$ cat config.mk
export PLATFORM = sky130hd
export DESIGN_NAME = multihat_adder_tree
export DESIGN_NICKNAME = d
export VERILOG_FILES = /design/src/rtl/multihat_pkg.sv /design/src/rtl/multihat_tree_stage.sv /design/src/rtl/multihat_adder_tree.sv
export SDC_FILE = /design/constraint.sdc
export NUM_CORES = 1
export LEC_CHECK = 0
export ABC_AREA = 1
export CAP_MARGIN = 20
export CELL_PAD_IN_SITES_DETAIL_PLACEMENT = 1
export CELL_PAD_IN_SITES_GLOBAL_PLACEMENT = 2
export CORE_UTILIZATION = 33
export CTS_CLUSTER_DIAMETER = 30
export DETAILED_ROUTE_END_ITERATION = 10
export PLACE_DENSITY_LB_ADDON = 0.1
export SETUP_SLACK_MARGIN = 0.2
export SLEW_MARGIN = 20
export SYNTH_ARGS = -nofsm -noshare
export SYNTH_HDL_FRONTEND = slang
export SYNTH_SLANG_ARGS = --single-unit
$ cat constraint.sdc
create_clock -name clk -period 4.5 [get_ports clk]
set_input_delay 0.45 -clock clk [delete_from_list [all_inputs] [get_ports clk]]
set_output_delay 0.45 -clock clk [all_outputs]
set_load 0.05 [all_outputs]
$ cat src/rtl/multihat_pkg.sv
// Shared definitions for the multi-input hat adder tree.
//   hat_mode_t        : per-sample combine mode (average per level / saturating sum)
//   HAT_WIDTH_DEFAULT : default sample width
//   sat_to_width      : clip a wide signed value into a narrower signed range
package multihat_pkg;

  typedef enum logic {
    MODE_AVG = 1'b0,
    MODE_SUM = 1'b1
  } hat_mode_t;

  localparam int HAT_WIDTH_DEFAULT = 16;

  // Widest internal value the saturate helper accepts.
  localparam int SAT_BITS = 72;

  // Saturate a sign-extended value into a signed field of 'width' bits.
  // The result stays in SAT_BITS; callers keep the low 'width' bits.
  function automatic logic signed [SAT_BITS-1:0] sat_to_width(
    input  logic signed [SAT_BITS-1:0] value,
    input  int unsigned                width,
    output logic                       clipped
  );
    logic signed [SAT_BITS-1:0] hi;
    logic signed [SAT_BITS-1:0] lo;
    hi = (72'sd1 <<< (width - 1)) - 72'sd1;
    lo = -(72'sd1 <<< (width - 1));
    clipped = 1'b0;
    sat_to_width = value;
    if (value > hi) begin
      sat_to_width = hi;
      clipped      = 1'b1;
    end else if (value < lo) begin
      sat_to_width = lo;
      clipped      = 1'b1;
    end
  endfunction

endpackage

$ cat src/rtl/multihat_tree_stage.sv
// One level of the hat adder tree: N_NODES/2 pairwise adders followed by
// a register, plus the valid and mode bits that travel with the sample.
//   clk, reset_n : clock, synchronous active-low reset
//   en           : advance; 0 holds every register of this level
//   in_valid/in_mode/in_data  : incoming level, N_NODES values of IW bits
//   out_valid/out_mode/out_data : registered level, N_NODES/2 values of IW bits
module multihat_tree_stage
  import multihat_pkg::*;
#(
  parameter int N_NODES = 2,
  parameter int IW      = 17
) (
  input  logic                       clk,
  input  logic                       reset_n,
  input  logic                       en,
  input  logic                       in_valid,
  input  logic                       in_mode,
  input  logic [N_NODES*IW-1:0]      in_data,
  output logic                       out_valid,
  output logic                       out_mode,
  output logic [(N_NODES/2)*IW-1:0]  out_data
);

  localparam int N_OUT = N_NODES / 2;

  logic [N_OUT*IW-1:0] data_next;
  logic [N_OUT*IW-1:0] data_reg;
  logic                valid_reg;
  logic                mode_reg;

  genvar gi;
  generate
    for (gi = 0; gi < N_OUT; gi++) begin : g_node
      logic [IW-1:0] a;
      logic [IW-1:0] b;
      logic [IW:0]   sum;
      assign a   = in_data[(2*gi)*IW +: IW];
      assign b   = in_data[(2*gi+1)*IW +: IW];
      // One guard bit so the pair sum is exact before the optional halving.
      assign sum = {a[IW-1], a} + {b[IW-1], b};
      // Dropping the LSB of the exact sum is an arithmetic shift (floor).
      assign data_next[gi*IW +: IW] =
        (hat_mode_t'(in_mode) == MODE_SUM) ? sum[IW-1:0] : sum[IW:1];
    end
  endgenerate

  always_ff @(posedge clk) begin
    if (!reset_n) begin
      valid_reg <= 1'b0;
      mode_reg  <= 1'b0;
      data_reg  <= '0;
    end else if (en) begin
      valid_reg <= in_valid;
      mode_reg  <= in_mode;
      data_reg  <= data_next;
    end
  end

  assign out_valid = valid_reg;
  assign out_mode  = mode_reg;
  assign out_data  = data_reg;

endmodule

$ cat src/rtl/multihat_adder_tree.sv
// Fully pipelined signed adder tree combining NUM_IN uniform samples into one
// approximately Gaussian "hat" sample. Latency is LEVELS enabled cycles.
//   clk, reset_n : clock, synchronous active-low reset (wins over en)
//   en           : pipeline advance; 0 freezes every stage including outputs
//   in_valid     : in_data holds a sample set
//   in_mode      : 0 = average at every level, 1 = saturating full sum
//   in_data      : NUM_IN packed signed inputs, input k at [k*WIDTH +: WIDTH]
//   out_valid    : out_data holds a result
//   out_data     : signed result
//   out_sat      : sum-mode result was clipped (never set in average mode)
module multihat_adder_tree
  import multihat_pkg::*;
#(
  parameter int WIDTH  = HAT_WIDTH_DEFAULT,
  parameter int NUM_IN = 8
) (
  input  logic                    clk,
  input  logic                    reset_n,
  input  logic                    en,
  input  logic                    in_valid,
  input  logic                    in_mode,
  input  logic [NUM_IN*WIDTH-1:0] in_data,
  output logic                    out_valid,
  output logic [WIDTH-1:0]        out_data,
  output logic                    out_sat
);

  localparam int LEVELS = $clog2(NUM_IN);
  // Growth room for a full sum at every level: the root never overflows.
  localparam int IW     = WIDTH + LEVELS;

  generate
    if (NUM_IN < 2 || NUM_IN > 64 || (NUM_IN & (NUM_IN - 1)) != 0) begin : g_bad_num_in
      $error("multihat_adder_tree: NUM_IN must be a power of two in 2..64");
    end
    if (IW > SAT_BITS) begin : g_bad_width
      $error("multihat_adder_tree: WIDTH too large for the saturate helper");
    end
  endgenerate

  // All tree levels packed into one triangular bus: level l holds NUM_IN>>l
  // nodes starting at node offset 2*NUM_IN - 2*(NUM_IN>>l); the root is last.
  logic [(2*NUM_IN-1)*IW-1:0] tree;
  logic [LEVELS:0]            vld;
  logic [LEVELS:0]            mode;

  assign vld[0]  = in_valid;
  assign mode[0] = in_mode;

  genvar gi;
  generate
    for (gi = 0; gi < NUM_IN; gi++) begin : g_ext
      assign tree[gi*IW +: IW] =
        {{LEVELS{in_data[gi*WIDTH + WIDTH - 1]}}, in_data[gi*WIDTH +: WIDTH]};
    end

    for (gi = 0; gi < LEVELS; gi++) begin : g_level
      localparam int N_NODES  = NUM_IN >> gi;
      localparam int BASE_IN  = (2*NUM_IN - 2*N_NODES) * IW;
      localparam int BASE_OUT = (2*NUM_IN - N_NODES) * IW;
      multihat_tree_stage #(
        .N_NODES (N_NODES),
        .IW      (IW)
      ) u_stage (
        .clk       (clk),
        .reset_n   (reset_n),
        .en        (en),
        .in_valid  (vld[gi]),
        .in_mode   (mode[gi]),
        .in_data   (tree[BASE_IN +: N_NODES*IW]),
        .out_valid (vld[gi+1]),
        .out_mode  (mode[gi+1]),
        .out_data  (tree[BASE_OUT +: (N_NODES/2)*IW])
      );
    end
  endgenerate

  logic [IW-1:0]              root;
  logic signed [SAT_BITS-1:0] sat_in;
  logic signed [SAT_BITS-1:0] sat_val;
  logic                       clipped;

  assign root   = tree[(2*NUM_IN-2)*IW +: IW];
  assign sat_in = {{(SAT_BITS-IW){root[IW-1]}}, root};

  // The output is taken straight from the last stage register; only the
  // clip/truncate logic sits between it and the ports.
  always_comb begin
    clipped  = 1'b0;
    sat_val  = sat_to_width(sat_in, WIDTH, clipped);
    out_data = root[WIDTH-1:0];
    out_sat  = 1'b0;
    if (hat_mode_t'(mode[LEVELS]) == MODE_SUM) begin
      out_data = sat_val[WIDTH-1:0];
      out_sat  = clipped;
    end
  end

  assign out_valid = vld[LEVELS];

endmodule
; Word-level counts from Yosys, hierarchy flattened
; Cells that the tools add are included.
[classes]
n_addsub = 7
order_cmp = 2
n_mux = 13
[op_table]
columns = op, count
row1 = $mux W19, 7
row2 = $add A16 B16 Y17, 4
row3 = $add A19 B19 Y20, 3
row4 = $mux W16, 3
row5 = $gt A19 B16 Y1 const B, 1
row6 = $lt A19 B16 Y1 const B, 1
row7 = $mux W1, 3
[totals]
reg_bits = 139
input_bits = 133
output_inout_bits = 18

; Logic depth before layout (Yosys ltp)
; Gate-level depths: netlist (run 1).
[depth]
ltp_word = 4
ltp_mapped = 15
ltp_nobuf = 15

; Hierarchy
; Synthesis (run 1) repeated with hierarchy kept, for this count alone.
[hier_totals]
hier_cells = 2460
hier_area_um2 = 14526.4
[by_module_without_submodules]
columns = mod, instances, cells_each, area_per_inst_um2, seq_area_each_um2
row1 = multihat_tree_stage at g_level[0].u_stage, 1, 1386, 8092.8, 1561.5
row2 = multihat_tree_stage at g_level[1].u_stage, 1, 680, 4082.7, 800.8
row3 = multihat_tree_stage at g_level[2].u_stage, 1, 349, 2113.3, 420.4
row4 = multihat_adder_tree, 1, 45, 237.7, 0.0

; Worst setup path after synthesis (run 1)
; Ideal clock, no wire load.
[synth_timing]
kind = reg2out
from = reg g_level[2].u_stage.data_reg[15]
to = out out_data[0]
t_arrival_ns = 1.698
slack_ns = 2.352
stages_incl_launch_ff = 4
path_buffers = 0
path_cell_list = dfxtp_1 a31o_2 inv_1 o21ai_0
[synth_via]
elab_chain_cells = 4
[synth_lines]
columns = element, line
row1 = from (decl), multihat_tree_stage.sv:27  ; logic [N_OUT*IW-1:0] data_reg;
row2 = from (signal assigned), multihat_tree_stage.sv:55  ; data_reg <= data_next;
row3 = $lt A19 B16 Y1, multihat_pkg.sv:33  ; end else if (value < lo) begin
row4 = $mux W16, multihat_pkg.sv:33
row5 = $mux W16 (*), multihat_pkg.sv:30  ; if (value > hi) begin
row6 = $mux W16 (*), multihat_adder_tree.sv:93  ; if (hat_mode_t'(mode[LEVELS]) == MODE_SUM) begin
row7 = to (decl), multihat_adder_tree.sv:24  ; output logic [WIDTH-1:0] out_data,
; Every way passes the cells marked *; elsewhere a longest branch is shown, timed or not.

; Final worst setup path (run 1)
[layout_timing]
from = reg g_level[2].u_stage.data_reg[15]
to = out out_data[4]
; Same word-level chain as after synthesis.

==> metrics.md, run 1 <==
| Metric | Value |
|---|---|
| Status | `completed` |
| Synth area leader | `nand2_1` |
| Crit path time final | `between 3 and 4 ns` |
| Initial antenna violation count | `0` |
| Largest net degree at the start of global routing | `95` |
| # port buffers | `150` |
| Num ports | `151` |
| Die area | `between 30000 and 40000 sq um` |
| Max Clock Freq | `331.8 MHz` |
| Clock root buffer | `clkbuf_16` |
| Initial Util | `around a third` |
| Synth Instances | `a little over 2k` |
| Clk slew on worst S/H paths | `around 0.060 ns` |
| Num Clock Sinks | `131` |
| RSZ-0062 raised after global routing | `no` |
| DRC | `0` |
| Final setup violating endpoints | `0` |
| Maximum buffer depth of the clock tree | `2` |
| Grt met2 use | `38.13%` |
| Synth warn | `0` |
| Syn_nets | `2321` |
| Final instance area | `between 15000 and 20000 sq um` |
| Hold buffers post-CTS | `0` |
| Avg Cell Area, Syn | `between 6 and 7 sq um` |
| Max-slew violations | `0` |
| Mapped cell area | `between 10000 and 15000 sq um` |
| Layout cell share with drive strength beyond 1 | `~3.7%` |
| Placed insts | `roughly 2.7k` |
| Number of global-route vias before repair | `approximately 14k` |
| Die Y | `about 200 um` |
| First-pass GRT wire length | `69.84 mm` |
| Number of synthesized register bits | `around 130` |
| Die width | `slightly below 200 um` |
| CTS buffer count | `17` |
| DP Area | `~14000 sq um` |
| Seq/Total Area, Yosys | `a little over a fifth` |
| FF-to-FF path depth | `15` |
| Routed wire length per instance | `around 15 um` |
| Met3 Use GR | `under 10%` |
| # fillers | `4946` |
| Power Density | `just under 300 nW/um^2` |
| Worst hold path class | `register to register` |
| Via count | `13.52k` |
| Startpoint types | `register` |
| Post-synth cell types | `46` |
| CP endpoint kind | `primary output` |
| Gr ovfl total | `0` |
| Total core area | `36870 sq um` |
| Critical path's slowest cell | `o311ai_2` |
| Final hold violation count | `0` |
| P&R area growth vs syn | `20.65%` |
| Final wirelength | `41.91 mm` |
| H-Tree Depth | `4` |
| Fin cells | `between 2k and 3k` |
| Worst skew pair latency | `0.43 ns` |
| DP Wirelength | `between 30 and 40 mm` |
| Postcts setup bufs | `0` |
| Leak Pwr | `between 0.007 and 0.008 uW` |
| CP max FO | `16` |
| Main synth FF type | `dfxtp_1` |
| Footprint of the multi-input gates | `8610 sq um` |
| M1 GR Usage | `30.06%` |
| DRT antenna net count | `0` |
| Number of flops mapped to enable cells by yosys | `0` |
| Initial detailed-routing violation count | `roughly 500` |
| Global route hottest layer | `met2` |
| NumNets Final | `2446` |
| CTS tree | `yes` |
| GRT Total Usage | `approximately 22%` |
| CP peak stage delay | `0.84 ns` |
| Max rail drop VDD | `between 200 and 250 uV` |
| TNS Setup | `0 ns` |
| # resized after CTS | `0` |
| Async SR Flop Fraction | `0%` |
| CP cell instances | `o311ai_2 > o21ai_0 > clkdlybuf4s50_1` |
| Row count | `70` |
| Arr. time, crit path | `around 2.6 ns` |
| Diode count | `0` |
| Post-synth top area share | `approximately a fifth` |
| Synth area leaders | `nand2_1 21%, dfxtp_1 21%, ha_1 12%` |
| Max Cap Viol | `0` |
| Via/cell ratio | `4.996` |
| PnR worst setup slack | `1.487 ns` |
| Worst Setup Path Type | `register to primary output` |
| WP data required | `about 4.1 ns` |
| Max-slew headroom | `29.21%` |
| Worst Hold Path Cells | `2` |
| Period utilization | `~67%` |
| Setup Skew | `~0.008 ns` |
| Worst Tran Pin Value | `~1.1 ns` |
| Drt pass-1 iters | `5` |
| DP Worst Slack | `1.310 ns` |
| Routability cong. | `between 0.8 and 0.9` |
| Pwr Total | `around 4400 uW` |
| Reg area | `roughly 2600 sq um` |
==> worst max-delay path, delay by kind of cell, from the launching register on <==
family,cells,cell delay [ns]
buffers and inverters,1,0.75
flip-flops,1,0.34
AO/OA/AOI/OAI,2,1.03
==> layer usage <==
metal  share of wire, %  wire length, um
met1                 51            21170
met2                 46            19180
met3                2.3              958
met4                1.4              607
met5                  0                0
==> cell usage after synthesis (6+ instances only) <==
library cell  instances
or2_2                 7
nand2_2              11
nand3_1             267
a21oi_2               6
ha_1                117
inv_1               249
buf_2                25
clkbuf_1             18
o21ai_0              52
nand4_1              11
fa_1                  7
dfxtp_1             131
nor2_2                9
o21bai_1              7
a31oi_1              15
xor2_1               23
nand3b_1             33
and2_1                8
or2_1                 8
xnor2_1              17
a22oi_1               9
nor2_1              132
nand2_1             703
o211ai_1             19
a21oi_1             129
==> per-stage QoR <==
step / utilization (%) / hold slack (ns)
global placement: 39.00 / 0.4694
detailed placement: 39.00 / 0.4763
floorplan: - / 0.4495
CTS: 40.63 / 0.4985
finish: 40.71 / 0.4941
global route: 40.71 / 0.5152
==> cell families after synthesis <==
| family | Yosys count | synth area share, % |
|---|---|---|
| buf+inv | 306 | 9.715 |
| simple gates | 1206 | 41.68 |
| compound gates | 257 | 11.82 |
| flops | 131 | 21.08 |
| xor+xnor | 40 | 2.816 |
| fa+ha+maj | 124 | 12.89 |
==> placed cells by master (no fill, tap or decap), types with 2 or more instances in the layout <==
cell type / n
a21oi_1: 129
o221ai_1: 2
dfxtp_1: 131
clkinv_2: 2
nand3b_1: 33
or2_1: 8
clkbuf_1: 6
nor3_1: 4
o21ai_0: 52
nor3b_1: 2
and2_1: 8
ha_1: 117
xnor2_1: 17
o211ai_1: 19
nand3_1: 267
nand3_2: 4
nand2_1: 703
inv_1: 248
clkdlybuf4s50_1: 149
nor4_1: 5
a21o_1: 3
nand4_1: 11
fa_1: 7
or2_2: 7
a31oi_1: 15
buf_4: 6
o22ai_1: 5
bufinv_16: 4
xor2_1: 23
o21bai_1: 7
inv_2: 4
a22oi_1: 9
clkbuf_16: 17
clkinvlp_4: 2
nor2_2: 9
nand2_2: 11
nor2_1: 132
a21oi_2: 6
o21a_1: 5
==> layout make-up <==
class                           instances  area share (%)
Clock buffer                           23           2.984
Tap cell                              504           4.201
Clock inverter                          9           1.025
Multi-Input combinational cell       1627           57.36
Inverter                              254           6.369
Sequential cell                       131           17.47
Timing Repair Buffer                  158           10.59
==> where the power goes <==
| group | leakage [uW] | internal [uW] | switching [uW] |
|---|---|---|---|
| clock | 0.000286 | 928 | 554 |
| combinational | 0.00632 | 599 | 976 |
| sequential | 0.00108 | 1270 | 94.4 |
| total | 0.00769 | 2800 | 1620 |
==> final timing paths <==
| path | from | to | slack (ns) |
|---|---|---|---|
| max | g_level[2].u_stage.out_data[15]$_SDFFE_PN0P_ | out_data[4] | 1.49 |
| min | g_level[2].u_stage.out_data[10]$_SDFFE_PN0P_ | g_level[2].u_stage.out_data[10]$_SDFFE_PN0P_ | 0.49 |
| max reg2reg | g_level[0].u_stage.out_data[19]$_SDFFE_PN0P_ | g_level[1].u_stage.out_data[16]$_SDFFE_PN0P_ | 2.08 |
| min reg2reg | g_level[2].u_stage.out_data[10]$_SDFFE_PN0P_ | g_level[2].u_stage.out_data[10]$_SDFFE_PN0P_ | 0.49 |
==> state kept, by name, summed over array words and instances (netlist names) <==
register and count:
g_level.u_stage.out_mode 3, g_level.u_stage.out_valid 3, g_level.u_stage.out_data 125
No activity file was read; power rests on OpenSTA's default activity.
==> inputs of run 2 (changes only) <==
--- a/config.mk
+++ b/config.mk
@@ -9,7 +9,7 @@
 export CAP_MARGIN = 20
 export CELL_PAD_IN_SITES_DETAIL_PLACEMENT = 1
 export CELL_PAD_IN_SITES_GLOBAL_PLACEMENT = 2
-export CORE_UTILIZATION = 33
+export CORE_UTILIZATION = 30
 export CTS_CLUSTER_DIAMETER = 30
 export DETAILED_ROUTE_END_ITERATION = 10
 export PLACE_DENSITY_LB_ADDON = 0.1
==> constraint.sdc (replaced) <==
create_clock -name clk -period 3 [get_ports clk]
set_input_delay 0.3 -clock clk [delete_from_list [all_inputs] [get_ports clk]]
set_output_delay 0.3 -clock clk [all_outputs]
set_load 0.05 [all_outputs]
==> metrics.md, run 2 (same netlist as run 1, synthesis figures left out) <==
| Metric | Value |
|---|---|
| Postcts setup bufs | `0 (unchanged)` |
| Gr ovfl total | `0 (unchanged)` |
| Worst hold path class | `input port to register` |
| Flop pwr share | `30.5% (-0.4 points)` |
| CTS buffer count | `17 (unchanged)` |
| Initial detailed-routing violation count | `497 (-1.0%)` |
| Max rail drop VDD | `394.2 uV (+62%)` |
| Power Density | `446.8 nW/um^2 (+52%)` |
| Routed wire length per instance | `16.04 um (+3.6%)` |
| Die area | `42290 sq um (+9.9%)` |
| Status | `completed` |
| Final hold violation count | `0 (unchanged)` |
| Layout cell share with drive strength beyond 1 | `4.253% (+0.57 points)` |
| Leak Pwr | `0.007760 uW (+0.96%)` |
| First-pass GRT wire length | `70.77 mm (+1.3%)` |
| RSZ-0062 raised after global routing | `no` |
| Initial Util | `30.47% (-3.3 points)` |
| # fillers | `5400 (+9.2%)` |
| Worst Tran Pin Value | `0.6397 ns (-0.4207 ns)` |
| Die width | `205.6 um (+4.8%)` |
| Setup Skew | `0.01247 ns (+0.004351 ns)` |
| # resized after CTS | `0 (unchanged)` |
| Final wirelength | `43.99 mm (+5.0%)` |
| CP endpoint kind | `primary output` |
| # port buffers | `150 (unchanged)` |
| DRC | `0 (unchanged)` |
| Gate power share | `35.1% (-0.5 points)` |
| Final setup violating endpoints | `0 (unchanged)` |
| GRT Total Usage | `21.17% (-1.3 points)` |
| Initial antenna violation count | `0 (unchanged)` |
| Largest register FFs | `125 (unchanged)` |
| Max Clock Freq | `383.3 MHz` |
| NumNets Final | `2454 (+0.33%)` |
| Period utilization | `approximately 87%` |
| Routability cong. | `0.8788 (+4.3%)` |
| Number of global-route vias before repair | `13.61k (-1.2%)` |
| Max-slew headroom | `57.36% (+28 points)` |
| Num ports | `151 (unchanged)` |
| Total core area | `40830 sq um (+11%)` |
| Max-slew violations | `0 (unchanged)` |
| DP Area | `14530 sq um (+1.1%)` |
| Crit path time final | `between 2 and 3 ns` |
| Worst Setup Path Type | `register to primary output` |
| Startpoint types | `register` |
| Largest net degree at the start of global routing | `95 (unchanged)` |
| Via/cell ratio | `4.926 (-1.4%)` |
| Int Power | `4279 uW (+53%)` |
| TNS Setup | `0 ns (unchanged)` |
| Row count | `74 (+5.7%)` |
| Final instance area | `15180 sq um (+1.1%)` |
| Worst skew pair latency | `0.44 ns (about the same)` |
| H-Tree Depth | `4 (unchanged)` |
| Switch Pwr | `2500 uW (+54%)` |
| Maximum buffer depth of the clock tree | `2 (unchanged)` |
| Hold buffers post-CTS | `0 (unchanged)` |
| P&R area growth vs syn | `21.99%` |
| DRT antenna net count | `0 (unchanged)` |
| Commonest non-fill, non-tap cells in the layout | `703 x nand2_1, 267 x nand3_1, 249 x inv_1` |
| Arr. time, crit path | `2.31 ns (-0.25 ns)` |
| Die Y | `205.6 um (+4.8%)` |
| CP max FO | `15 (-1)` |
| CTS tree | `yes` |
| Clk slew on worst S/H paths | `0.07 ns (about the same)` |
| WP data required | `2.70 ns (-1.35 ns)` |
| Diode count | `0 (unchanged)` |
| Num Clock Sinks | `131 (unchanged)` |
| Clock root buffer | `clkbuf_16` |
| DP Wirelength | `35.89 mm (+6.4%)` |
| Switching Share | `36.88% (+0.17 points)` |
| Via count | `13.51k (-0.089%)` |
| Max Cap Viol | `0 (unchanged)` |
| Drt pass-1 iters | `4 (-1)` |
| Clock power frac | `34.4% (+0.9 points)` |
| Commonest non-fill, non-tap cell in the layout | `nand2_1` |
run 2: cell count changes in the layout (fill, tap and decap cells not counted):
cell and change:
clkinv_4 +2, clkinv_2 +1, clkbuf_1 -6, clkbuf_8 +3, inv_1 +1, buf_12 +4, buf_16 -1, buf_4 +5
inv_2 -1
run 2: cell type report:
cell class | instances | area [sq um] | area share (%)
multi-input cells | 1627 | 8610 | 56.73
flip-flops and latches | 131 | 2623 | 17.28
repair buffers | 166 | 1679 | 11.06
inverters | 254 | 955.9 | 6.299
well taps | 532 | 665.6 | 4.386
clock buffers | 20 | 466.7 | 3.075
clock inverters | 12 | 176.4 | 1.163
run 2: metrics by stage:
step | total power, uW | cells | hold slack, ns | setup slack (ns) | utilization [%]
after floorplan | 3654 | 2064 | 0.4349 | 1.002 | -
final | 6780 | 2742 | 0.3813 | 0.3909 | 37.17
after global placement | 4468 | 2710 | 0.4687 | 0.5247 | 35.59
after global routing | 7227 | 2742 | 0.4355 | 0.2288 | 37.17
after detailed placement | 4498 | 2710 | 0.4746 | 0.4893 | 35.59
after CTS | 6862 | 2742 | 0.4083 | 0.3089 | 37.17
run 2: final timing paths:
path	start	end	slack, ns	depth (start not counted)
setup / recovery	g_level[2].u_stage.out_data[15]$_SDFFE_PN0P_	out_data[0]	0.39	4
setup reg to reg	g_level[0].u_stage.out_data[0]$_SDFFE_PN0P_	g_level[1].u_stage.out_data[16]$_SDFFE_PN0P_	0.73	15
hold / removal	reset_n	g_level[2].u_stage.out_data[17]$_SDFFE_PN0P_	0.38	4
hold reg to reg	g_level[0].u_stage.out_data[65]$_SDFFE_PN0P_	g_level[0].u_stage.out_data[65]$_SDFFE_PN0P_	0.50	2
run 2: power by group through the flow:
stage | clock (uW) | combinational [uW] | sequential (uW)
after global placement | 0 | 2370 | 2100
after CTS | 2380 | 2410 | 2070
after global routing | 2460 | 2680 | 2080
final | 2330 | 2380 | 2070
after detailed placement | 0 | 2390 | 2110
after floorplan | 0 | 1630 | 2020
run 2: layer usage:
layer,global-route usage [%],vias up,share of wire (%)
li1,-,7005,-
met1,29.69,6336,51
met2,34.61,142,45
met3,2.312,23,2.4
met4,4.444,0,0.97
met5,0,-,0
run 2: worst max-delay path: stages, from the launching register on:
cell             delay (ns)
dfxtp_1                0.39
a31o_2                 0.36
inv_1                  0.09
o21ai_0                0.19
clkdlybuf4s50_1        0.85
